`config.mk`:
```
export PLATFORM = sky130hd
export DESIGN_NAME = combat_arbiter
export DESIGN_NICKNAME = d
export VERILOG_FILES = /design/src/rtl/combat_pkg.sv /design/src/rtl/fighter_timer.sv /design/src/rtl/combat_arbiter.sv
export SDC_FILE = /design/constraint.sdc
export NUM_CORES = 1
export LEC_CHECK = 0
export CORE_ASPECT_RATIO = 0.6
export CORE_MARGIN = 4
export CORE_UTILIZATION = 30
export DETAILED_ROUTE_END_ITERATION = 7
export GPL_ROUTABILITY_DRIVEN = 0
export PLACE_DENSITY = 0.46
export SYNTH_ARGS = -nofsm -noshare
export SYNTH_HDL_FRONTEND = slang
export SYNTH_SLANG_ARGS = --single-unit
export TNS_END_PERCENT = 50
```
`constraint.sdc`:
```
create_clock -name frame_clk -period 2.6 [get_ports frame_clk]
set_input_delay 0.52 -clock frame_clk [delete_from_list [all_inputs] [get_ports frame_clk]]
set_output_delay 0.52 -clock frame_clk [all_outputs]
set_load 0.05 [all_outputs]
```
`src/rtl/combat_pkg.sv`:
```
// rtl/combat_pkg.sv - shared state encoding, default tuning constants and hp helper for combat_arbiter
package combat_pkg;

  typedef enum logic [1:0] {
    ST_IDLE  = 2'd0,
    ST_FIGHT = 2'd1,
    ST_KO    = 2'd2
  } fight_state_t;

  localparam int HP_MAX_DEF         = 100;
  localparam int PUNCH_DMG_DEF      = 10;
  localparam int BLOCK_DMG_DEF      = 2;
  localparam int HITSTUN_FRAMES_DEF = 12;
  localparam int COOLDOWN_FRAMES_DEF = 20;

  // Health never wraps: damage larger than what is left pins the bar at zero.
  function automatic logic [7:0] sat_sub(input logic [7:0] a, input logic [7:0] b);
    return (a > b) ? (a - b) : 8'd0;
  endfunction

endpackage

```
`src/rtl/fighter_timer.sv`:
```
// rtl/fighter_timer.sv - per-player stun and cooldown frame counters
module fighter_timer #(
  parameter int HITSTUN_FRAMES  = 12,
  parameter int COOLDOWN_FRAMES = 20
) (
  input  logic clk_i,
  input  logic rst_ni,
  input  logic clear_i,
  input  logic stun_load_i,
  input  logic cd_load_i,
  output logic stunned_o,
  output logic cd_busy_o
);

  localparam logic [7:0] STUN_LEN = 8'(HITSTUN_FRAMES);
  localparam logic [7:0] CD_LEN   = 8'(COOLDOWN_FRAMES);

  logic [7:0] stun_q, stun_d;
  logic [7:0] cd_q, cd_d;

  // A reload wins over the per-frame decrement; clear wins over everything.
  always_comb begin
    stun_d = stun_q;
    if (clear_i) begin
      stun_d = 8'd0;
    end else if (stun_load_i) begin
      stun_d = STUN_LEN;
    end else if (stun_q != 8'd0) begin
      stun_d = stun_q - 8'd1;
    end
  end

  always_comb begin
    cd_d = cd_q;
    if (clear_i) begin
      cd_d = 8'd0;
    end else if (cd_load_i) begin
      cd_d = CD_LEN;
    end else if (cd_q != 8'd0) begin
      cd_d = cd_q - 8'd1;
    end
  end

  always_ff @(posedge clk_i or negedge rst_ni) begin
    if (!rst_ni) begin
      stun_q <= 8'd0;
      cd_q   <= 8'd0;
    end else begin
      stun_q <= stun_d;
      cd_q   <= cd_d;
    end
  end

  assign stunned_o = (stun_q != 8'd0);
  assign cd_busy_o = (cd_q != 8'd0);

endmodule

```
`src/rtl/combat_arbiter.sv`:
```
// rtl/combat_arbiter.sv - two-player hit arbitration, health, stun, knockback and round FSM; COMBAT_COMBO_SCALING_EN halves follow-up hits on stunned defenders
module combat_arbiter
  import combat_pkg::*;
#(
  parameter int HP_MAX          = HP_MAX_DEF,
  parameter int PUNCH_DMG       = PUNCH_DMG_DEF,
  parameter int BLOCK_DMG       = BLOCK_DMG_DEF,
  parameter int HITSTUN_FRAMES  = HITSTUN_FRAMES_DEF,
  parameter int COOLDOWN_FRAMES = COOLDOWN_FRAMES_DEF
) (
  input  logic       frame_clk,
  input  logic       Reset_n,
  input  logic       round_start,
  input  logic       hit_req_p1,
  input  logic       hit_req_p2,
  input  logic       block_p1,
  input  logic       block_p2,
  output logic [7:0] hp_p1,
  output logic [7:0] hp_p2,
  output logic       stun_p1,
  output logic       stun_p2,
  output logic       kb_p1,
  output logic       kb_p2,
  output logic       ko_p1,
  output logic       ko_p2,
  output logic [1:0] fight_state
);

  localparam logic [7:0] HP_FULL = 8'(HP_MAX);
  localparam logic [7:0] PUNCH   = 8'(PUNCH_DMG);
  localparam logic [7:0] CHIP    = 8'(BLOCK_DMG);

  // Reset asserts asynchronously but releases two frames later.
  logic [1:0] rst_sync_q;
  logic       core_rst_n;

  always_ff @(posedge frame_clk or negedge Reset_n) begin
    if (!Reset_n) begin
      rst_sync_q <= 2'b00;
    end else begin
      rst_sync_q <= {rst_sync_q[0], 1'b1};
    end
  end

  assign core_rst_n = rst_sync_q[1];

  fight_state_t state_q, state_d;
  logic [7:0]   hp1_q, hp1_d, hp2_q, hp2_d;
  logic         kb1_q, kb1_d, kb2_q, kb2_d;
  logic         ko1_q, ko1_d, ko2_q, ko2_d;

  logic       stunned1, stunned2, cd_busy1, cd_busy2;
  logic       enter_fight, acc1, acc2;
  logic [7:0] dmg_to_p1, dmg_to_p2;
  logic       stun_load1, stun_load2;

  assign enter_fight = round_start && (state_q != ST_FIGHT);
  assign acc1 = (state_q == ST_FIGHT) && hit_req_p1 && !stunned1 && !cd_busy1;
  assign acc2 = (state_q == ST_FIGHT) && hit_req_p2 && !stunned2 && !cd_busy2;

`ifdef COMBAT_COMBO_SCALING_EN
  localparam logic [7:0] COMBO_DMG = ((PUNCH_DMG / 2) == 0) ? 8'd1 : 8'(PUNCH_DMG / 2);

  assign dmg_to_p1  = block_p1 ? CHIP : (stunned1 ? COMBO_DMG : PUNCH);
  assign dmg_to_p2  = block_p2 ? CHIP : (stunned2 ? COMBO_DMG : PUNCH);
  assign stun_load1 = acc2 && !block_p1 && !stunned1;
  assign stun_load2 = acc1 && !block_p2 && !stunned2;
`else
  assign dmg_to_p1  = block_p1 ? CHIP : PUNCH;
  assign dmg_to_p2  = block_p2 ? CHIP : PUNCH;
  assign stun_load1 = acc2 && !block_p1;
  assign stun_load2 = acc1 && !block_p2;
`endif

  fighter_timer #(
    .HITSTUN_FRAMES (HITSTUN_FRAMES),
    .COOLDOWN_FRAMES(COOLDOWN_FRAMES)
  ) u_timer_p1 (
    .clk_i      (frame_clk),
    .rst_ni     (core_rst_n),
    .clear_i    (enter_fight),
    .stun_load_i(stun_load1),
    .cd_load_i  (acc1),
    .stunned_o  (stunned1),
    .cd_busy_o  (cd_busy1)
  );

  fighter_timer #(
    .HITSTUN_FRAMES (HITSTUN_FRAMES),
    .COOLDOWN_FRAMES(COOLDOWN_FRAMES)
  ) u_timer_p2 (
    .clk_i      (frame_clk),
    .rst_ni     (core_rst_n),
    .clear_i    (enter_fight),
    .stun_load_i(stun_load2),
    .cd_load_i  (acc2),
    .stunned_o  (stunned2),
    .cd_busy_o  (cd_busy2)
  );

  always_comb begin
    state_d = state_q;
    hp1_d   = hp1_q;
    hp2_d   = hp2_q;
    ko1_d   = ko1_q;
    ko2_d   = ko2_q;
    kb1_d   = 1'b0;
    kb2_d   = 1'b0;
    case (state_q)
      ST_IDLE, ST_KO: begin
        if (round_start) begin
          state_d = ST_FIGHT;
          hp1_d   = HP_FULL;
          hp2_d   = HP_FULL;
          ko1_d   = 1'b0;
          ko2_d   = 1'b0;
        end
      end
      ST_FIGHT: begin
        // Each side is judged on pre-edge state, so a trade lands both hits.
        if (acc2) hp1_d = sat_sub(hp1_q, dmg_to_p1);
        if (acc1) hp2_d = sat_sub(hp2_q, dmg_to_p2);
        kb1_d = acc2 && !block_p1;
        kb2_d = acc1 && !block_p2;
        ko1_d = (hp1_d == 8'd0);
        ko2_d = (hp2_d == 8'd0);
        if (ko1_d || ko2_d) state_d = ST_KO;
      end
      default: state_d = ST_IDLE;
    endcase
  end

  always_ff @(posedge frame_clk or negedge core_rst_n) begin
    if (!core_rst_n) begin
      state_q <= ST_IDLE;
      hp1_q   <= HP_FULL;
      hp2_q   <= HP_FULL;
      kb1_q   <= 1'b0;
      kb2_q   <= 1'b0;
      ko1_q   <= 1'b0;
      ko2_q   <= 1'b0;
    end else begin
      state_q <= state_d;
      hp1_q   <= hp1_d;
      hp2_q   <= hp2_d;
      kb1_q   <= kb1_d;
      kb2_q   <= kb2_d;
      ko1_q   <= ko1_d;
      ko2_q   <= ko2_d;
    end
  end

  assign hp_p1       = hp1_q;
  assign hp_p2       = hp2_q;
  assign stun_p1     = stunned1;
  assign stun_p2     = stunned2;
  assign kb_p1       = kb1_q;
  assign kb_p2       = kb2_q;
  assign ko_p1       = ko1_q;
  assign ko_p2       = ko2_q;
  assign fight_state = state_q;

endmodule

```
# After elaboration in Yosys (flattened, before gate mapping)

Index checks and enable logic that the tools add are counted.

Word-level logic and storage cells: 87
Register bits: 56
Output and inout port bits: 24

Reduce and logical (&&, ||, !) cells: 31
$add $sub $neg: 6
Order comparisons: 2
Equal/unequal tests: 5
Muxes and demuxes: 31

Operator list:

| operator              | count |
|---|---|
| $mux W8               | 19 |
| $pmux W8 S2           | 2 |
| $reduce_bool A8 Y1    | 4 |
| $sub A8 B1 Y8 const B | 4 |
| $gt A8 B4 Y1          | 2 |
| $logic_not A8 Y1      | 2 |
| $sub A8 B4 Y8         | 2 |
| $reduce_bool A3 Y1    | 4 |
| $logic_and A1 B1 Y1   | 9 |
| $mux W4               | 2 |
| $logic_not A1 Y1      | 6 |
| $mux W2               | 2 |
| $ne A2 B1 Y1 const B  | 2 |
| $pmux W1 S2           | 2 |
| $pmux W2 S2           | 1 |
| $reduce_and A2 Y1     | 2 |
| $mux W1               | 3 |
| $eq A2 B1 Y1 const B  | 1 |
| $eq A2 B2 Y1 const B  | 1 |
| $logic_not A2 Y1      | 1 |
| $ne A2 B2 Y1 const B  | 1 |
| $reduce_bool A2 Y1    | 1 |
| $reduce_or A2 Y1      | 1 |
| $logic_or A1 B1 Y1    | 1 |

# Depth between registers and ports, before layout

Gate-level depths: netlist (run 1).

Depth in word-level cells: 10
Gate-level depth with buffers: 10
Gate-level depth less buffers: 9

# By module

Synthesis (run 1) repeated with hierarchy kept, for this count alone.

Cell total of the unflattened synthesis: 384
Area total of the unflattened synthesis: 3522.1 µm²

Modules (own cells, without submodules):

| module         | cells an instance | times used | seq. area each (µm²) | area an instance (µm²) |
|---|---|---|---|---|
| fighter_timer  | 102               | 2          | 400.4                | 935.9 |
| combat_arbiter | 180               | 1          | 608.1                | 1650.3 |

# Worst setup path before layout (run 1)

OpenSTA, ideal clock, no wires.

Path kind: register -> register
Start point: reg hp2_q[3] (netlist: hp_p2[3])
End point: reg state_q[1] (netlist: fight_state[1])
Path buffers: 0
Required time: 2.518 ns
Arrival: 2.311 ns
Period minus slack after synthesis: 2.393 ns
Cell stages (with the launch flop): 8
Path slack: 0.207 ns
Setup time: 0.082 ns
Path through: dfrtp_1 ha_1 o21a_1 or4_1 nor4_4 mux2i_1 nand3_1 a31oi_1

Longest elaborated chain between the ends: 8
Elaborated cells on any way between the ends: 9
Those cells by class: add/sub: 1; order compare: 1; eq/ne: 1; mux: 3; reduce/logical: 3

RTL lines:

| item                                                 | RTL line              | text |
|---|---|---|
| start, declared                                      | combat_arbiter.sv:48  | `logic [7:0] hp1_q, hp1_d, hp2_q, hp2_d;` |
| start signal, assigned                               | combat_arbiter.sv:145 | `hp2_q <= hp2_d;` |
| $sub A8 B4 Y8 / $gt A8 B4 Y1 (equally long branches) | combat_pkg.sv:18      | `return (a > b) ? (a - b) : 8'd0;` |
| $mux W8                                              | combat_pkg.sv:18      |  |
| $mux W8 (*)                                          | combat_arbiter.sv:122 | `if (acc1) hp2_d = sat_sub(hp2_q, dmg_to_p2);` |
| $mux W8 (*)                                          | combat_arbiter.sv:109 | `case (state_q)` |
| $logic_not A8 Y1 (*)                                 | combat_arbiter.sv:126 | `ko2_d = (hp2_d == 8'd0);` |
| $logic_or A1 B1 Y1 (*)                               | combat_arbiter.sv:127 | `if (ko1_d \|\| ko2_d) state_d = ST_KO;` |
| $ne A2 B1 Y1 (no line) (*)                           | --                    |  |
| $reduce_and A2 Y1 (no line) (*)                      | --                    |  |
| end signal, assigned                                 | combat_arbiter.sv:143 | `state_q <= state_d;` |
| end, declared                                        | combat_arbiter.sv:47  | `fight_state_t state_q, state_d;` |

Every way passes the cells marked *; elsewhere a longest branch is shown, timed or not. The select of a mux whose other input is x is not followed.
A chain may end at the register's enable or synchronous reset.

# Worst setup path after layout (run 1)

Start point: in block_p2
End point: reg state_q[1] (netlist: fight_state[1])

Longest elaborated chain between the ends: 9
Elaborated cells on any way between the ends: 10
Those cells by class: add/sub: 1; order compare: 1; eq/ne: 1; mux: 4; reduce/logical: 3

RTL lines:

| item                                                 | RTL line              | text |
|---|---|---|
| start, declared                                      | combat_arbiter.sv:17  | `input logic block_p2,` |
| $mux W4 (*)                                          | combat_arbiter.sv:70  | `assign dmg_to_p2 = block_p2 ? CHIP : PUNCH;` |
| $sub A8 B4 Y8 / $gt A8 B4 Y1 (equally long branches) | combat_pkg.sv:18      |  |
| $mux W8 (*)                                          | combat_pkg.sv:18      |  |
| $mux W8 (*)                                          | combat_arbiter.sv:122 |  |
| $mux W8 (*)                                          | combat_arbiter.sv:109 |  |
| $logic_not A8 Y1 (*)                                 | combat_arbiter.sv:126 |  |
| $logic_or A1 B1 Y1 (*)                               | combat_arbiter.sv:127 |  |
| $ne A2 B1 Y1 (no line) (*)                           | --                    |  |
| $reduce_and A2 Y1 (no line) (*)                      | --                    |  |

Marks and branches as above.

==> impl_metrics.csv, run 1 <==
group,metric,value,unit
clocking,clkTransAtPathRegs,0.07,ns
final_layout,multi_input_area,1810,sq um
global_routing,antenna_found_initial,0,
clocking,root_buffer,"clkbuf_16",
final_layout,area_growth,24.0,%
synthesis,netlist_area,3330,sq um
final_layout,diodes,0,
synthesis,netlist_instances,378,
clocking,cts_setup_buffers,0,
setup_path,critPathKind,"input pin to flop",
final_layout,nFillCells,1079,
global_routing,grt_overflow,0,
routing,route.vias.total,2899,
place,dpl.hpwl,6.44,mm
final_layout,design_area,4130,sq um
setup_path,crit_path_start,"block_p2",
clocking,cts-resized-gates,0,
routing,dr.first_iter.drc_count,130,
timing,period_needed,2.44,ns
setup_path,reg2reg_from,"u_timer_p1.cd_q[3]",
die,rows,29,
pwr,ir_drop,324,uV
job,drv_cap,0,
die,die_h,89.6,um
synthesis,ys_async_sr_fraction,100,%
routing,highest_layer,"met4",
synthesis,synth-edff-count,0,
clocking,cts_sinks,56,
timing,finalSetupViolCount,0,
die,ios,31,
pwr,power,0.00277,W
setup_path,worst_ep_required_time,2.81,ns
pwr,internal-power,0.00185,W
timing,slew_headroom,50.4,%
pwr,power_leakage,1.71,nW
final_layout,regArea,1410,sq um
synthesis,dominantRegCellSynth,"dfrtp_1",
setup_path,cp.arrival,2.66,ns
routing,via_per_inst,5.09,
setup_path,end_kind,"flop",
global_routing,grt_pass1_vias,2735,
synthesis,yosys.cell_count.top_type,"dfrtp_1",
setup_path,worstPathMaxFanout,3,
routing,wirelength,8.43,mm
clocking,insertion_delay,0.29,ns
routing,dr.pass1.iters,4,
timing,rsz0062_at_grt,"no",
die,die_w,144,um
place,place_area,3950,sq um
setup_path,r2r_end,"fight_state[1]",
die,initial_core_util,31.1,%
synthesis,netlist_top_cells_area,"dfrtp_1 (38%), a21oi_1 (5.3%), nor2_1 (4.8%), dfstp_2 (4.7%), ha_1 (4.5%)",
clocking,cts_buffers,5,
synthesis,yosysTopAreaCellShare,37.6,%
synthesis,ys_ff_latch,56,
worst_hold_path,hold_path.class,"flop to async pin",
timing,hold_violations,0,
routing,route.met2.wl,3.37,mm
synthesis,avgSynthCellArea,8.81,sq um
routing,remaining_drc_errors,0,
pwr,seq_power_share,48.5,%
global_routing,grt_pass1_wl,14.2,mm
synthesis,syn_nets,397,
global_routing,grt_max_degree,32,
timing,finClkSkew,0.00880,ns
synthesis,yosysTopAreaCell,"dfrtp_1",
clocking,cts_buffer_depth,2,
setup_path,reg2regPathDepth,7,
routing,ant_nets,0,
synthesis,netlist_top_cells_count,"dfrtp_1 (50), nor2_1 (43), a21oi_1 (35)",
routing,wl_per_cell,14.8,um
synthesis,ys_seq_area_share,42.3,%
synthesis,yosysWarnings,0,
pwr,pwr-share-clk,25.8,%
routing,wl_met3,399,um
clocking,cts_hold_buf,0,
clocking,cts_tree,"yes",
pwr,switchingPower,0.000916,W
final_layout,drive_gt1_share,14.0,%
die,core_area,10700,sq um
final_layout,final_nets,448,
pwr,power_density,670,nW/um^2
routing,m1WireLength,4.60,mm
outcome,status,"complete, no violations",
setup_path,reg2reg_setup_slack,0.17,ns
setup_path,cp-start-kind,"input pin",
die,dieArea,12900,sq um
clocking,cts_htree_levels,2,
timing,clock.fmax,409,MHz
timing,maxSlewViolCount,0,
pwr,p_comb_share,25.7,%
place,port_buffers,30,
global_routing,track_usage,13.8,%
timing,timing_worst_slew_pin_value,0.743,ns
timing,fin_crit_sh,94.0,%
synthesis,ys_types,59,
pwr,switching_share,33.1,%
## flip-flops by register name, summed over array words and instances (netlist names)
| register | cells |
|---|---|
| u_timer_p1.cd_q | 8 |
| u_timer_p1.stun_q | 8 |
| fight_state | 2 |
| u_timer_p2.stun_q | 8 |
| kb_p2 | 1 |
| kb_p1 | 1 |
| rst_sync_q | 2 |
| hp_p1 | 8 |
| u_timer_p2.cd_q | 8 |
| hp_p2 | 8 |
| ko_p2 | 1 |
| ko_p1 | 1 |
## layer usage
metal,vias to the layer above,track usage [%]
li1,1446,-
met1,1399,21.6
met2,47,19.6
met3,7,3.23
met4,0,2.31
met5,-,0
## worst max-delay path: stages
cell and delay (ns):
clkdlybuf4s50_1 0.43, ha_1 0.32, o21a_1 0.12, or4_1 0.46, nor4_4 0.18, mux2i_2 0.30
nand3_1 0.14, a31oi_1 0.19
## layout make-up
cell class              instances  area share, %
repair buffers                 57           12.1
multi-input cells             289           43.9
flip-flops and latches         56           34.1
clock buffers                   8           3.79
inverters                      20           1.88
well taps                     139           4.21
## power groups by stage
stage / clock, W / combinational, W / sequential, W
2_1_floorplan: 0 / 0.000539 / 0.00131
3_3_place_gp: 0 / 0.000692 / 0.00135
3_5_place_dp: 0 / 0.000699 / 0.00136
4_1_cts: 0.000752 / 0.000708 / 0.00134
5_1_grt: 0.000776 / 0.000826 / 0.00138
6_report: 0.000713 / 0.000712 / 0.00134
## metrics by stage
| stage | hold WS, ns | setup slack [ns] | instances | setup TNS (ns) | utilization [%] |
|---|---|---|---|---|---|
| finish | 0.329 | 0.156 | 569 | 0 | 38.6 |
| global route | 0.381 | 0.0188 | 569 | 0 | 38.6 |
| CTS | 0.356 | 0.0940 | 569 | 0 | 38.4 |
| detailed placement | 0.340 | -0.178 | 561 | -0.347 | 36.9 |
| global placement | 0.339 | -0.0990 | 561 | -0.236 | 36.9 |
| floorplan | 0.224 | 0.207 | 378 | 0 | - |
## worst max path at each step
stage | slack, ns | depth (start not counted) | end
floorplan | 0.21 | 7 | fight_state[1]
global placement | -0.1 | 8 | fight_state[1]
detailed placement | -0.18 | 8 | fight_state[1]
CTS | 0.09 | 7 | stun_p2
global route | 0.02 | 7 | fight_state[1]
finish | 0.16 | 8 | fight_state[1]
## layout by cell type, fill, tap and decap left out, types with 2 or more instances in the layout
cell | synthesis | routed
nor2b_1 | 7 | 7
dfstp_2 | 6 | 6
dfrtp_1 | 50 | 49
nand2b_1 | 6 | 6
clkbuf_16 | 0 | 5
nor4_1 | 9 | 9
o21a_1 | 6 | 6
a21oi_1 | 35 | 35
a211oi_1 | 2 | 2
or4_1 | 3 | 3
nand4b_1 | 2 | 2
and2_1 | 3 | 3
nand2_1 | 33 | 33
mux2i_1 | 5 | 3
nor3b_1 | 3 | 2
or2_1 | 2 | 2
clkbuf_8 | 0 | 2
nor3_1 | 25 | 25
nor4b_1 | 3 | 3
xor2_1 | 10 | 10
nand4_1 | 5 | 5
o21ai_0 | 17 | 17
ha_1 | 12 | 12
inv_1 | 19 | 19
or3_1 | 2 | 2
nand3_1 | 5 | 5
mux2i_2 | 0 | 2
o31ai_1 | 4 | 4
buf_4 | 0 | 29
a31oi_1 | 4 | 4
nand3b_1 | 3 | 3
xnor2_1 | 8 | 8
clkdlybuf4s50_1 | 0 | 28
nor2_1 | 43 | 43
o21ai_1 | 8 | 8
## cell families (layout without fill, tap and decap cells)
group / after synthesis / after routing / synth area share [%]
xor+xnor: 18 / 18 / 4.73
compound gates: 85 / 85 / 15.0
flops: 56 / 56 / 42.3
simple gates: 168 / 168 / 27.9
fa+ha+maj: 12 / 12 / 4.51
buf+inv: 33 / 85 / 3.87
other cells: 1 / 1 / 0.113
mux: 5 / 5 / 1.50
(Power assumes the default switching activity.)
==> run 2, diff against run 1 <==
- CAP_MARGIN: unset -> 10
==> results of run 2 <==
No change in the layout: final DEF, timing and power equal those of run 1.
==> run 3, diff against run 2 <==
- CORE_UTILIZATION: 30 -> 55
- HOLD_SLACK_MARGIN: unset -> 0.03
- PLACE_DENSITY: 0.46 -> 0.76
- TNS_END_PERCENT: 50 -> 20
==> impl_metrics.csv, run 3 (same netlist as run 1, synthesis figures left out) <==
group,metric,value,unit
pwr,pwr-share-clk,19.4,%
clocking,insertion_delay,0.32,ns
timing,timing_worst_slew_pin_value,0.546,ns
setup_path,reg2reg_setup_slack,0.15,ns
setup_path,slowest_stage,"or4_4",
final_layout,area_growth,18.5,%
final_layout,design_area,3950,sq um
routing,dr.first_iter.drc_count,276,
place,port_buffers,30,
pwr,power_density,651,nW/um^2
setup_path,crit_path_max_incr_delay,0.60,ns
pwr,p_comb_share,28.0,%
clocking,root_buffer,"clkbuf_8",
final_layout,multi_input_area,1810,sq um
final_layout,postLayoutCoreUtil,68.9,%
timing,rsz0062_at_grt,"no",
setup_path,end_kind,"output pin",
setup_path,cp-start-kind,"flop",
worst_hold_path,hold_path.class,"flop to async pin",
routing,route.vias.total,2910,
clocking,cts_tree,"yes",
setup_path,path_buf_inv,2,
global_routing,grt_pass1_wl,13.7,mm
timing,slew_headroom,63.5,%
die,ios,31,
global_routing,antenna_found_initial,0,
setup_path,worst_ep_required_time,2.08,ns
clocking,cts_htree_levels,2,
clocking,cts_buffers,5,
pwr,power_leakage,1.65,nW
timing,clock.fmax,404,MHz
final_layout,final_cell_mix,"dfrtp_1 (49), nor2_1 (43), a21oi_1 (35)",
setup_path,cp.arrival,1.95,ns
pwr,internal-power,0.00165,W
routing,via_per_inst,5.77,
clocking,cts_sinks,56,
pwr,seq_power_share,52.6,%
pwr,power,0.00257,W
die,initial_core_util,58.1,%
final_layout,regArea,1410,sq um
clocking,cts_buffer_depth,2,
timing,maxSlewViolCount,0,
die,die_h,68.3,um
die,dieArea,7410,sq um
pwr,switchingPower,0.000920,W
job,drv_cap,0,
setup_path,critical-path-top-delay-family,"simple AND/OR/NAND/NOR gates",
global_routing,grt_overflow,0,
final_layout,final_nets,442,
final_layout,nFillCells,479,
setup_path,cp_cell_sequence,"or4_4, nor3_4, inv_4, buf_4",
timing,finClkSkew,0.0101,ns
global_routing,grt_pass1_vias,2875,
setup_path,critPathKind,"flop to output pin",
pwr,ir_drop,464,uV
routing,ant_nets,0,
place,dpl.hpwl,5.95,mm
global_routing,grt_max_degree,40,
final_layout,diodes,0,
pwr,switching_share,35.8,%
global_routing,track_usage,24.1,%
timing,period_needed,2.47,ns
die,rows,21,
timing,hold_violations,0,
final_layout,drive_gt1_share,12.5,%
final_layout,layout_commonest_cell,"dfrtp_1",
timing,finalSetupViolCount,0,
outcome,status,"complete, no violations",
routing,wl_per_cell,15.8,um
die,core_area,5730,sq um
setup_path,worstPathMaxFanout,6,
clocking,cts_hold_buf,0,
routing,remaining_drc_errors,0,
die,die_w,108,um
clocking,clkTransAtPathRegs,0.10,ns
routing,dr.pass1.iters,5,
place,place_area,3830,sq um
timing,fin_crit_sh,95.2,%
routing,wirelength,7.98,mm
run 3: power by group through the flow:
stage / sequential, W / clock (W) / combinational [W]
floorplan: 0.00131 / 0 / 0.000539
detailed placement: 0.00136 / 0 / 0.000703
global placement: 0.00134 / 0 / 0.000667
finish: 0.00135 / 0.000498 / 0.000719
CTS: 0.00134 / 0.000518 / 0.000710
global route: 0.00138 / 0.000546 / 0.000824
run 3: final timing paths:
check / start / end / depth (start not counted)
max in group asynchronous: rst_sync_q[1] / hp_p2[2] / 1
min in group frame_clk: rst_sync_q[0] / rst_sync_q[1] / 0
setup reg to reg: u_timer_p1.stun_q[3] / fight_state[1] / 7
setup / recovery: u_timer_p1.stun_q[3] / stun_p1 / 4
hold reg to reg: rst_sync_q[1] / kb_p2 / 0
hold / removal: rst_sync_q[1] / kb_p2 / 0
run 3: through the flow:
| step | TNS (ns) | setup slack [ns] | instances | hold WS, ns |
|---|---|---|---|---|
| 2_1_floorplan | 0 | 0.207 | 378 | 0.224 |
| 3_3_place_gp | -0.203 | -0.0890 | 495 | 0.173 |
| 3_5_place_dp | -0.420 | -0.199 | 495 | 0.180 |
| 4_1_cts | 0 | 0.0744 | 503 | 0.184 |
| 5_1_grt | 0 | 0.0129 | 504 | 0.205 |
| 6_report | 0 | 0.125 | 504 | 0.166 |
run 3: what timing repair did:
action / 4_1_cts / 5_1_grt
setup buffers: 0 / 1
gates resized for setup: 0 / 3
endpoints found under the setup margin: 0 / 4
run 3: final cells by class:
cell class,count,area share (%)
clock inverters,1,0.190
multi-input cells,289,45.9
clock buffers,7,2.19
repair buffers,51,11.5
flip-flops and latches,56,35.7
inverters,20,1.97
well taps,80,2.54
run 3: per-layer routing:
layer | vias to the layer above | routed length (um) | track usage, % | part of all wire [%]
li1 | 1430 | - | - | -
met1 | 1384 | 3890 | 34.5 | 49
met4 | 0 | 111 | 7.56 | 1.4
met3 | 12 | 446 | 5.00 | 5.6
met5 | - | 0 | 0 | 0
met2 | 84 | 3530 | 36.9 | 44
